File: src/rtl/ram_rd_pkg.sv
// Shared types for the RAM read streamer.
// Ports: none (package only): FSM state enum and default address widths.
package ram_rd_pkg;

   localparam int WORDS = 256;
   localparam int AW    = $clog2(WORDS);
   localparam int LW    = AW + 1;

   typedef enum logic [1:0] {
      IDLE,
      ISSUE,
      DRAIN,
      DONE
   } state_e;

endpackage

File: src/rtl/ram_read_streamer_fifo2.sv
// Two-entry synchronous FIFO holding {last, data} beats.
// Ports: clk, rst_n, push_i/wdata_i in, pop_i in, rdata_o head, full_o, empty_o, count_o.
module fifo2 #(
   parameter int W = 9
) (
   input  logic         clk,
   input  logic         rst_n,
   input  logic         push_i,
   input  logic         pop_i,
   input  logic [W-1:0] wdata_i,
   output logic [W-1:0] rdata_o,
   output logic         full_o,
   output logic         empty_o,
   output logic [1:0]   count_o
);

   logic [W-1:0] mem_q [2];
   logic         wr_q;
   logic         rd_q;
   logic [1:0]   count_q;
   logic         do_push;
   logic         do_pop;

   assign full_o  = (count_q == 2'd2);
   assign empty_o = (count_q == 2'd0);
   assign count_o = count_q;
   assign rdata_o = mem_q[rd_q];

   // A pop frees the head slot in the same cycle, so push-while-full is fine then.
   assign do_push = push_i & (~full_o | pop_i);
   assign do_pop  = pop_i & ~empty_o;

   always_ff @(posedge clk or negedge rst_n) begin
      if (!rst_n) begin
         mem_q[0] <= '0;
         mem_q[1] <= '0;
         wr_q     <= 1'b0;
         rd_q     <= 1'b0;
         count_q  <= 2'd0;
      end else begin
         if (do_push) begin
            mem_q[wr_q] <= wdata_i;
            wr_q        <= ~wr_q;
         end
         if (do_pop) begin
            rd_q <= ~rd_q;
         end
         unique case ({do_push, do_pop})
            2'b10:   count_q <= count_q + 2'd1;
            2'b01:   count_q <= count_q - 2'd1;
            default: count_q <= count_q;
         endcase
      end
   end

endmodule

File: src/rtl/ram_read_streamer.sv
// Streams a block of RAM words out as a valid/ready stream with a last flag.
// Ports: start/base_addr/len command, busy/done status, ram_addr/ram_qout RAM side, m_* stream.
module ram_read_streamer
   import ram_rd_pkg::*;
#(
   parameter int DW    = 8,
   parameter int WORDS = 256,
   localparam int AW   = $clog2(WORDS),
   localparam int LW   = AW + 1
) (
   input  logic          clk,
   input  logic          rst_n,
   input  logic          start,
   input  logic [AW-1:0] base_addr,
   input  logic [LW-1:0] len,
   output logic          busy,
   output logic          done,
   output logic [AW-1:0] ram_addr,
   input  logic [DW-1:0] ram_qout,
   output logic [DW-1:0] m_data,
   output logic          m_valid,
   input  logic          m_ready,
   output logic          m_last
);

   state_e        state_q;
   logic [AW-1:0] addr_q;
   logic [LW-1:0] rem_q;
   logic          infl_q;
   logic          infl_last_q;
   logic          busy_q;
   logic          done_q;

   logic [1:0]    fcount;
   logic          fempty;
   logic          ffull;
   logic [DW:0]   fhead;
   logic          push;
   logic          pop;
   logic [2:0]    occ_d;
   logic          issue;
   logic          last_issue;
   logic          drain_ok;

   assign ram_addr = addr_q;
   assign busy     = busy_q;
   assign done     = done_q;
   assign m_valid  = ~fempty;
   assign m_data   = fhead[DW-1:0];
   assign m_last   = fhead[DW] & ~fempty;

   assign pop  = m_valid & m_ready;
   assign push = infl_q & (~ffull | pop);

   // Words already owed to the stream once this cycle's pop/landing settle.
   assign occ_d      = {1'b0, fcount} + {2'b00, infl_q} - {2'b00, pop};
   assign issue      = (state_q == ISSUE) && (occ_d < 3'd2);
   assign last_issue = issue && (rem_q == LW'(1));
   assign drain_ok   = ~infl_q &&
                       ((fcount == 2'd0) || ((fcount == 2'd1) && pop));

   fifo2 #(
      .W (DW + 1)
   ) u_fifo (
      .clk     (clk),
      .rst_n   (rst_n),
      .push_i  (push),
      .pop_i   (pop),
      .wdata_i ({infl_last_q, ram_qout}),
      .rdata_o (fhead),
      .full_o  (ffull),
      .empty_o (fempty),
      .count_o (fcount)
   );

   always_ff @(posedge clk or negedge rst_n) begin
      if (!rst_n) begin
         state_q     <= IDLE;
         addr_q      <= '0;
         rem_q       <= '0;
         infl_q      <= 1'b0;
         infl_last_q <= 1'b0;
         busy_q      <= 1'b0;
         done_q      <= 1'b0;
      end else begin
         infl_q      <= issue;
         infl_last_q <= last_issue;
         done_q      <= 1'b0;
         if (issue) begin
            addr_q <= (addr_q == AW'(WORDS - 1)) ? '0 : addr_q + 1'b1;
            rem_q  <= rem_q - 1'b1;
         end
         unique case (state_q)
            IDLE: begin
               if (start) begin
                  addr_q  <= base_addr;
                  rem_q   <= len;
                  busy_q  <= 1'b1;
                  state_q <= (len == '0) ? DONE : ISSUE;
               end
            end
            ISSUE: begin
               if (last_issue) begin
                  state_q <= DRAIN;
               end
            end
            DRAIN: begin
               if (drain_ok) begin
                  state_q <= DONE;
                  done_q  <= 1'b1;
               end
            end
            DONE: begin
               state_q <= IDLE;
               busy_q  <= 1'b0;
               // Empty blocks skip DRAIN, so their pulse is raised from here.
               done_q  <= ~done_q;
            end
         endcase
      end
   end

endmodule

File: config.mk
export PLATFORM = sky130hd
export DESIGN_NAME = ram_read_streamer
export DESIGN_NICKNAME = d
export VERILOG_FILES = /design/src/rtl/ram_rd_pkg.sv /design/src/rtl/ram_read_streamer_fifo2.sv /design/src/rtl/ram_read_streamer.sv
export SDC_FILE = /design/constraint.sdc
export NUM_CORES = 1
export LEC_CHECK = 0
export ABC_CLOCK_PERIOD_IN_PS = 3800
export CORE_MARGIN = 3
export CORE_UTILIZATION = 50
export CTS_BUF_LIST = sky130_fd_sc_hd__clkbuf_8
export DETAILED_ROUTE_END_ITERATION = 7
export PLACE_DENSITY = 0.87
export RECOVER_POWER = 50
export SLEW_MARGIN = 20
export SYNTH_ARGS = -nofsm -noshare
export SYNTH_HDL_FRONTEND = slang
export SYNTH_SLANG_ARGS = --single-unit
File: constraint.sdc
create_clock -name clk -period 3.8 [get_ports clk]
set_clock_uncertainty 0.05 [all_clocks]
set_input_delay 0.38 -clock clk [delete_from_list [all_inputs] [get_ports clk]]
set_output_delay 0.38 -clock clk [all_outputs]
set_load 0.005 [all_outputs]
==> metrics.txt <==
hold path startpoint=done$_DFF_PN0_; Core Footprint=roughly 4500 um^2; insertion delay to the later sink of the worst-skew pair=0.30 ns; clock slew at reported path FFs=0.09 ns; Critical Path RT=between 3 and 4 ns; antenna-violating nets left=0; FMAX=roughly 0.31 GHz; syn_nets=roughly 260; cell count after placement=between 300 and 400; CTS tree=done; initial antenna violation count=0; CTS max path bufs=2; vias in the first global route=roughly 1800; critical path's top delay family=simple AND/OR/NAND/NOR gates; CP bufs+invs=2; WL final=about 4700 um; Die Width=~75 um; Worst path max stage delay=0.60 ns; worst-path maximum fanout=6; hold slack=approximately 0.41 ns; hold buffer count at cts=0; drt via density=about 5.5; Async SR Flop Fraction=1.00; worst hold stages=1; status=complete, but fails checks; CTS HTree Levels=2; crit path launch=u_fifo.count_o[1]$_DFFE_PN0P_; largest net degree at the start of global routing=46; area grow syn2layout=27.0%; Worst Hold Class=flop to flop; Reg2Reg Setup Slack=between 0.5 and 0.6 ns; synth warn=0; crit-path most repeated cell=ha_1; Slew @ Worst Pin=about 2.4 ns; CP Capture Type=flop; Nets=310; CP arrival=around 3.3 ns; synthesized area=2400 um^2; CP max-delay cell=nor4b_1; first-pass GRT wire length=7850 um; Worst Reg-to-Reg Cells=10; Slew Viols, Final=46; setup TNS=0 ns; Final Hold Fails=0; crit path time final=approximately 3.2 ns; Antenna diodes=0; drt initial violations=38; Num CTS Buffers=5; initial core utilization=0.533; max_slew headroom=-0.586; failing checks=max-capacitance violations, max-slew violations; setup bufs post-CTS=0; CP Launch Type=flop; number of synthesized register bits=45; LEAKAGE=around 1.3 nW; area of the multi-input gates=~1200 um^2; Post-Layout Cell Count=about 320; PwrDens=~780 nW/um^2; reg-to-reg critical path startpoint=u_fifo.count_o[1]$_DFFE_PN0P_; register area share after synthesis=0.469; Avg WL per Cell=around 15 um; syn avg cell area=between 10 and 15 um^2; CP cell instances=inv_1, ha_1, nor2b_1, buf_4, ha_1, nand2b_1, fa_1, nand4_1, nor4b_1, o31ai_1; storage element area=~1100 um^2; total I/O pin count=49; # rows=24; CTS resizes=0; Final period util=0.847; GRT Util Overall=0.182; Setup Viol. Count Final=0; chip height=75.3 um; clk sink count=45; Die ar.=about 5700 um^2; unrepaired setup endpoints after global routing=false; HPWL after DPL=approximately 3500 um; Post-synth EDFFs=0; layout cells sized above 1=0.156; gpl congestion=between 0.7 and 0.8; DR pass1 iterations=4; worst reg2reg path endpoint=ram_addr[3]$_DFF_PN0_; Main synth FF type=dfrtp_1; Setup CP Type=flop to flop; DRC=0; Worst Hold End=done$_DFF_PN0_; GRT overflow=0; Yosys cell types=40; most frequent cells in the layout=dfrtp_1, clkdlybuf4s50_1, mux2_2, nand2_1, o21ai_0; Root Driver=clkbuf_8; Final Power=between 0.002 and 0.0025 W; number of max-cap violations=1; port bufs=48; Post-Syn Instances=around 220; Fillers=~360; most common cell after layout, fill and taps aside=dfrtp_1; routed vias=1772; peak supply drop=approximately 0.4 mV
==> power by group <==
group	switching [W]	total (W)	leakage (nW)	internal, W
sequential	0.000205	0.000901	0.548	0.000696
combinational	0.000486	0.00111	0.660	0.000623
clock	0.000166	0.000380	0.0574	0.000214
total	0.000857	0.00239	1.27	0.00153
==> layout make-up <==
cell class              count  share of cell area
well taps                  52              0.0213
clock buffers               6              0.0271
clock inverters             2              0.0123
multi-input cells         156               0.399
inverters                  11              0.0135
flip-flops and latches     45               0.369
repair buffers             49               0.158
==> synthesized netlist by cell type, types with 3 or more instances <==
cell type / n / area, um^2
a21oi_1: 3 / 15.0
clkbuf_1: 4 / 15.0
dfrtp_1: 45 / 1130
ha_1: 12 / 150
inv_1: 11 / 41.3
mux2_2: 26 / 293
mux2i_1: 5 / 50.1
nand2_1: 19 / 71.3
nand3_1: 7 / 35.0
nand4_1: 3 / 18.8
nor2_1: 7 / 26.3
nor3_1: 5 / 25.0
nor4_1: 3 / 18.8
o21ai_0: 14 / 70.1
o31ai_1: 5 / 37.5
xnor2_1: 9 / 78.8
xor2_1: 8 / 70.1
==> logic make-up (layout without fill, tap and decap cells) <==
family | after synthesis | count (layout) | synth area share
XOR/XNOR | 18 | 18 | 0.0688
flip-flops | 45 | 45 | 0.469
AO/OA/AOI/OAI | 32 | 32 | 0.0859
AND/OR/NAND/NOR | 62 | 62 | 0.140
multiplexers | 31 | 31 | 0.143
adder cells (fa/ha/maj) | 13 | 13 | 0.0708
buffers and inverters | 15 | 68 | 0.0234
==> state kept, by name (all words and copies together) (netlist names) <==
name	cells
busy	1
done	1
infl_last_q	1
infl_q	1
ram_addr	8
rem_q	9
state_q	2
u_fifo.count_o	2
u_fifo.mem_q	18
u_fifo.rd_q	1
u_fifo.wr_q	1
==> metal layers <==
layer / wire length, um / GRT usage / share of wire / vias to the layer above
met4: 40 / 0.0505 / 0.0085 / 0
li1: - / - / - / 874
met2: 2290 / 0.315 / 0.49 / 45
met3: 249 / 0.0541 / 0.053 / 4
met5: 0 / 0 / 0 / -
met1: 2120 / 0.220 / 0.45 / 849
==> stage by stage <==
stage / area, um^2 / worst slack [ns] / utilization
after floorplan: 2400 / 0.659 / -
after CTS: 3060 / 0.526 / 0.678
after global routing: 3050 / 0.369 / 0.677
after detailed placement: 2940 / 0.533 / 0.652
after global placement: 2940 / 0.662 / 0.652
final: 3050 / 0.583 / 0.677
==> worst max path at each step <==
stage                            endpoint  cells past startpoint
finish              ram_addr[3]$_DFF_PN0_                     10
global route           rem_q[7]$_DFF_PN0_                     11
CTS                    rem_q[7]$_DFF_PN0_                     11
detailed placement     rem_q[7]$_DFF_PN0_                     10
global placement       rem_q[6]$_DFF_PN0_                     10
floorplan              rem_q[7]$_DFF_PN0_                     10
No activity file was read; power rests on OpenSTA's default activity.
==> patch 1, RTL diff (same settings) <==
`DW`: 8 -> 12.
--- a/src/rtl/ram_read_streamer.sv
+++ b/src/rtl/ram_read_streamer.sv
@@ -3,7 +3,7 @@
 module ram_read_streamer
    import ram_rd_pkg::*;
 #(
-   parameter int DW    = 8,
+   parameter int DW    = 12,
    parameter int WORDS = 256,
    localparam int AW   = $clog2(WORDS),
    localparam int LW   = AW + 1
Ports: changed (resized m_data and ram_qout); port bits go from 49 to 57. No check against the original RTL was run, so the function may have changed too.
==> patch 1 against the original RTL <==
Global-route usage up 0.58 points; fmax rose by 1.6%; total power is 13% higher; routed wire length rose by 17%; area after synthesis up 14%; sequential cell count is 8 higher; design area grew 15%; setup slack improved by 0.051 ns; critical path type unchanged; critical endpoint is now rem_q[7]; largest cell class unchanged; largest power group unchanged.
==> patch 1: results (changes against the original RTL) <==
Outcome
  – Status: complete, no violations (was complete, but fails checks)

Placement
  – Dpl cells: 363 (was 313)
  – Routability cong.: 0.780 (was 0.772)
  – Post-DP HPWL: 4020 um (was 3470 um)
  – Area after DPL: 3390 um2 (was 2940 um2)

Power and ir drop
  – Peak supply drop: 370 uV (was 405 uV)
  – Internal power: 1760 uW (was 1530 uW)
  – Power per cell area: 776 nW/um2 (was 783 nW/um2)

Finish
  – Fill count: 409 (was 358)
  – Fraction of layout cells with a size suffix above 1: 17.9% (was 15.6%)
  – # nets final: 347 (was 310)
  – Layout Cells excl Fill: 372 (was 321)
  – Max reg flops: 26 (was 18)

Drt
  – Initial drt markers: 94 (was 38)
  – Final WL: 5520 um (was 4710 um)

Flow run
  – Maxcap violations: 0 (was 1)

Critical path
  – Worst R2R Setup Slack: 0.63 ns (was 0.58 ns)
  – RR Endpoint: rem_q[7] (was ram_addr[3])

GRT
  – Largest net degree at the start of global routing: 52 (was 46)
  – First-pass GRT wire length: 9490 um (was 7850 um)
  – Global Route Usage Sum: 18.8% (was 18.2%)
  – Vias in the first global route: 2085 (was 1794)

Logic synthesis
  – Leading post-synthesis cells by cell area: dfrtp_1 48%, mux2_2 16%, ha_1 5.5%, xnor2_1 3.2%, o21ai_0 3.1% (was dfrtp_1 47%, mux2_2 12%, ha_1 6.3%, xnor2_1 3.3%, nand2_1 3.0%)
  – Syn nets: 286 (was 258)
  – Syn avg cell area: 11.4 um2 (was 11.1 um2)
  – Post-synth top cells: 53 x dfrtp_1, 38 x mux2_2, 17 x nand2_1, 17 x o21ai_0, 12 x ha_1 (was 45 x dfrtp_1, 26 x mux2_2, 19 x nand2_1)
  – Post-synthesis sequential area ratio: 48.3% (was 46.9%)
  – Synth unique cells: 43 (was 40)

STA
  – Hold slack final: 0.334 ns (was 0.410 ns)
==> patch 1: how the worst max path moves through the flow <==
stage	start	to
after CTS	u_fifo.count_o[1]	rem_q[7]
after global placement	m_ready	rem_q[7]
final	u_fifo.count_o[1]	rem_q[7]
after floorplan	u_fifo.count_o[1]	rem_q[7]
after detailed placement	u_fifo.count_o[1]	rem_q[6]
after global routing	u_fifo.count_o[1]	rem_q[7]
==> patch 1: layer usage <==
metal / vias to the layer above / track usage [%] / share of wire (%)
met4: 0 / 6.25 / 1.7
met1: 978 / 24.5 / 46
met3: 8 / 3.36 / 4.6
met2: 60 / 31.5 / 48
li1: 971 / - / -
met5: - / 0 / 0
==> patch 1: cells by family (layout without fill, tap and decap cells) <==
family | count (synthesis) | in the layout | share of synthesized area (%)
DFF | 53 | 53 | 48.3
and+or+nand+nor | 61 | 61 | 12.0
adders and majority gates | 13 | 13 | 6.20
buffers and inverters | 18 | 80 | 2.69
muxes | 42 | 42 | 17.0
AOI/OAI and AO/OA | 36 | 36 | 8.02
xor gates and xnor gates | 17 | 17 | 5.70
==> patch 1: through the flow <==
stage	worst slack, ns	total power, uW
floorplan	0.674	1830
finish	0.635	2710
CTS	0.627	2750
detailed placement	0.620	2360
global placement	0.698	2300
global route	0.408	2930
==> patch 1: layout make-up <==
class,instances,share of cell area (%)
clock inverter,3,1.22
tap,70,2.51
timing repair buffer,61,16.8
sequential,53,37.9
inverter,11,1.18
clock buffer,5,1.97
multi-input combinational,169,38.4
==> patch 1: power groups by stage <==
stage	clock (uW)	combinational [uW]	sequential, uW
2_1_floorplan	0	826	1000
3_3_place_gp	0	1250	1050
3_5_place_dp	0	1280	1070
4_1_cts	389	1300	1070
5_1_grt	419	1410	1110
6_report	380	1270	1070
==> patch 1: critical path: stages, from the launching register on <==
cell and delay (ns):
dfrtp_1 0.52, inv_1 0.12, ha_1 0.24, nor2b_1 0.16, ha_1 0.24, nand2b_1 0.15, fa_1 0.44, xnor2_2 0.33
nand3_2 0.18, or4_1 0.49, a31oi_1 0.17
==> patch 1: repair_timing <==
action                                  in CTS  in global routing
setup buffers                                0                  0
hold buffers                                 1                  0
endpoints found under the setup margin       0                  0
hold endpoints to repair                     2                  0
==> patch 2, RTL diff (same flow settings) <==
Made on the original files. Re-encode `state_e` (4 states) as one-hot, 4 bits wide.
--- a/src/rtl/ram_rd_pkg.sv
+++ b/src/rtl/ram_rd_pkg.sv
@@ -6,11 +6,11 @@
    localparam int AW    = $clog2(WORDS);
    localparam int LW    = AW + 1;
 
-   typedef enum logic [1:0] {
-      IDLE,
-      ISSUE,
-      DRAIN,
-      DONE
+   typedef enum logic [3:0] {
+      IDLE  = 4'b0001,
+      ISSUE = 4'b0010,
+      DRAIN = 4'b0100,
+      DONE  = 4'b1000
    } state_e;
 
 endpackage
Behaviour: no difference found for any inputs over 10 cycles, from zero or initial values and one cycle with rst_n low; not proved beyond that.
==> patch 2 against the original RTL <==
The run still ends with capacitance limit, slew limit left; design area up 3.7%; total power is 1.5% higher; setup slack improved by 0.19 ns; critical path depth is 3 higher; area after synthesis increased by 5.1%; routed wire length rose by 2.4%; sequential cell count rose by 2; clock power barely moved.
==> patch 2: results (changes against the original RTL) <==
Finish
  – Ant. Diodes: 0 (unchanged)
  – Largest Register: u_fifo.mem_q (unchanged)
  – Fraction of layout cells with a size suffix above 1: 15.0% (was 15.6%)
  – # nets final: 323 (was 310)

CTS
  – # resized after CTS: 0 (unchanged)
  – Setup repair bufs after CTS: 0 (unchanged)
  – Clk root buf: clkbuf_8 (unchanged)
  – Cts bufs inserted: 5 (unchanged)
  – Clock transition at path regs: 0.09 ns (about the same)
  – Deepest clock path buffer count: 2 (unchanged)
  – Htree depth: 2 (unchanged)

Logic synthesis
  – Post-synthesis sequential area ratio: 46.6% (was 46.9%)
  – Syn nets: 276 (was 258)
  – Leading post-synthesis cells by cell area: dfrtp_1 46%, mux2_2 12%, nand2_1 4.0%, ha_1 4.0%, o21ai_0 4.0% (was dfrtp_1 47%, mux2_2 12%, ha_1 6.3%, xnor2_1 3.3%, nand2_1 3.0%)
  – Post-synth top cells: 46 x dfrtp_1, 27 x nand2_1, 26 x mux2_2 (was 45 x dfrtp_1, 26 x mux2_2, 19 x nand2_1)
  – Synth unique cells: 41 (was 40)
  – Post-synthesis xor/xnor area fraction: 5.90% (was 6.87%)
  – Post-synthesis adder-cell area fraction: 4.76% (was 7.08%)
  – Mux cell area share after synthesis: 12.4% (was 14.3%)
  – Synth Area in Compound Gates: 10.1% (was 8.59%)
  – FFs w/ async S/R, synth: 100% (unchanged)

Drt
  – ANT nets after route: 0 (unchanged)
  – Initial drt markers: 118 (was 38)
  – Vias per inst: 5.32 (was 5.52)
  – Residual DRC: 0 (unchanged)
  – Drt wl/cell: 13.7 um (was 14.7 um)

Placement
  – Post-DP HPWL: 3450 um (was 3470 um)
  – PortBufs: 48 (unchanged)
  – Routability cong.: 0.723 (was 0.772)

Power and ir drop
  – Sequential Power Share: 38.4% (was 37.7%)
  – Peak supply drop: 431 uV (was 405 uV)
  – Logic power comb: 1110 uW (about the same)
  – Switching Share: 37.0% (was 35.9%)
  – Leak: 0.00129 uW (was 0.00127 uW)

Critical path
  – CP arrival: 3.18 ns (was 3.31 ns)
  – CP Max Fanout: 16 (was 6)
  – Worst R2R Setup Slack: 0.77 ns (was 0.58 ns)

Flow run
  – Maxcap violations: 1 (unchanged)

Outcome
  – Failing checks: capacitance limit, slew limit (unchanged)
  – Status: complete, but fails checks (unchanged)

STA
  – Worst-margin pin slew: 2.40 ns (was 2.38 ns)
  – Hold slack final: 0.443 ns (was 0.410 ns)
  – Fin. max-slew vios: 48 (was 46)

Min path
  – Hold Crit Class: register to register (unchanged)

GRT
  – Vias in the first global route: 1884 (was 1794)
  – First-pass GRT wire length: 8650 um (was 7850 um)
  – Global Route Usage Sum: 18.1% (was 18.2%)
  – Largest net degree at the start of global routing: 48 (was 46)
-- patch 2: cell count changes after synthesis, sizes merged, moves of 4 or more --
cell	delta
buf	+4
o31ai	-4
a211oi	+4
o21ai	+7
nand2	+8
a21oi	+6
nor2	+6
ha	-4
-- patch 2: area by class of cell --
type	instances	area (um2)
Tap cell	67	83.8
Inverter	9	38.8
Clock buffer	5	68.8
Multi-Input combinational cell	173	1260
Clock inverter	3	47.5
Fill cell	401	1660
Timing Repair Buffer	49	482
Sequential cell	47	1180
-- patch 2: worst paths after layout --
| kind | cells after the start | start | endpoint |
|---|---|---|---|
| max in group asynchronous | 1 | rst_n | rem_q[8] |
| setup reg to reg | 13 | u_fifo.count_o[1] | ram_addr[7] |
| min in group asynchronous | 1 | rst_n | done |
| setup / recovery | 13 | u_fifo.count_o[1] | ram_addr[7] |
| hold / removal | 2 | busy | busy |
| hold reg to reg | 2 | busy | busy |
-- patch 2: worst max-delay path, stage by stage (launching register included) --
cell      delay (ns)
dfrtp_1         0.46
inv_1           0.09
ha_1            0.22
nand2b_1        0.20
inv_1           0.10
ha_1            0.22
nand2b_1        0.16
fa_1            0.38
xnor2_1         0.29
nand3_4         0.17
inv_6           0.16
nand3_4         0.09
o31ai_2         0.24
a21oi_1         0.08
-- patch 2: per-stage QoR --
stage               area [um2]  cells  worst slack, ns  power, uW
floorplan                 2520    238            0.920       1720
global placement          3050    345            0.807       2020
detailed placement        3050    345            0.715       2060
CTS                       3160    353            0.731       2460
global route              3160    353            0.481       2620
finish                    3160    353            0.770       2430
-- patch 2: per-layer routing --
metal / global-route usage (%) / routed length (um) / up-vias
li1: - / - / 931
met1: 23.1 / 2240 / 897
met2: 29.6 / 2280 / 43
met3: 5.28 / 231 / 6
met4: 5.87 / 65 / 0
met5: 0 / 0 / -
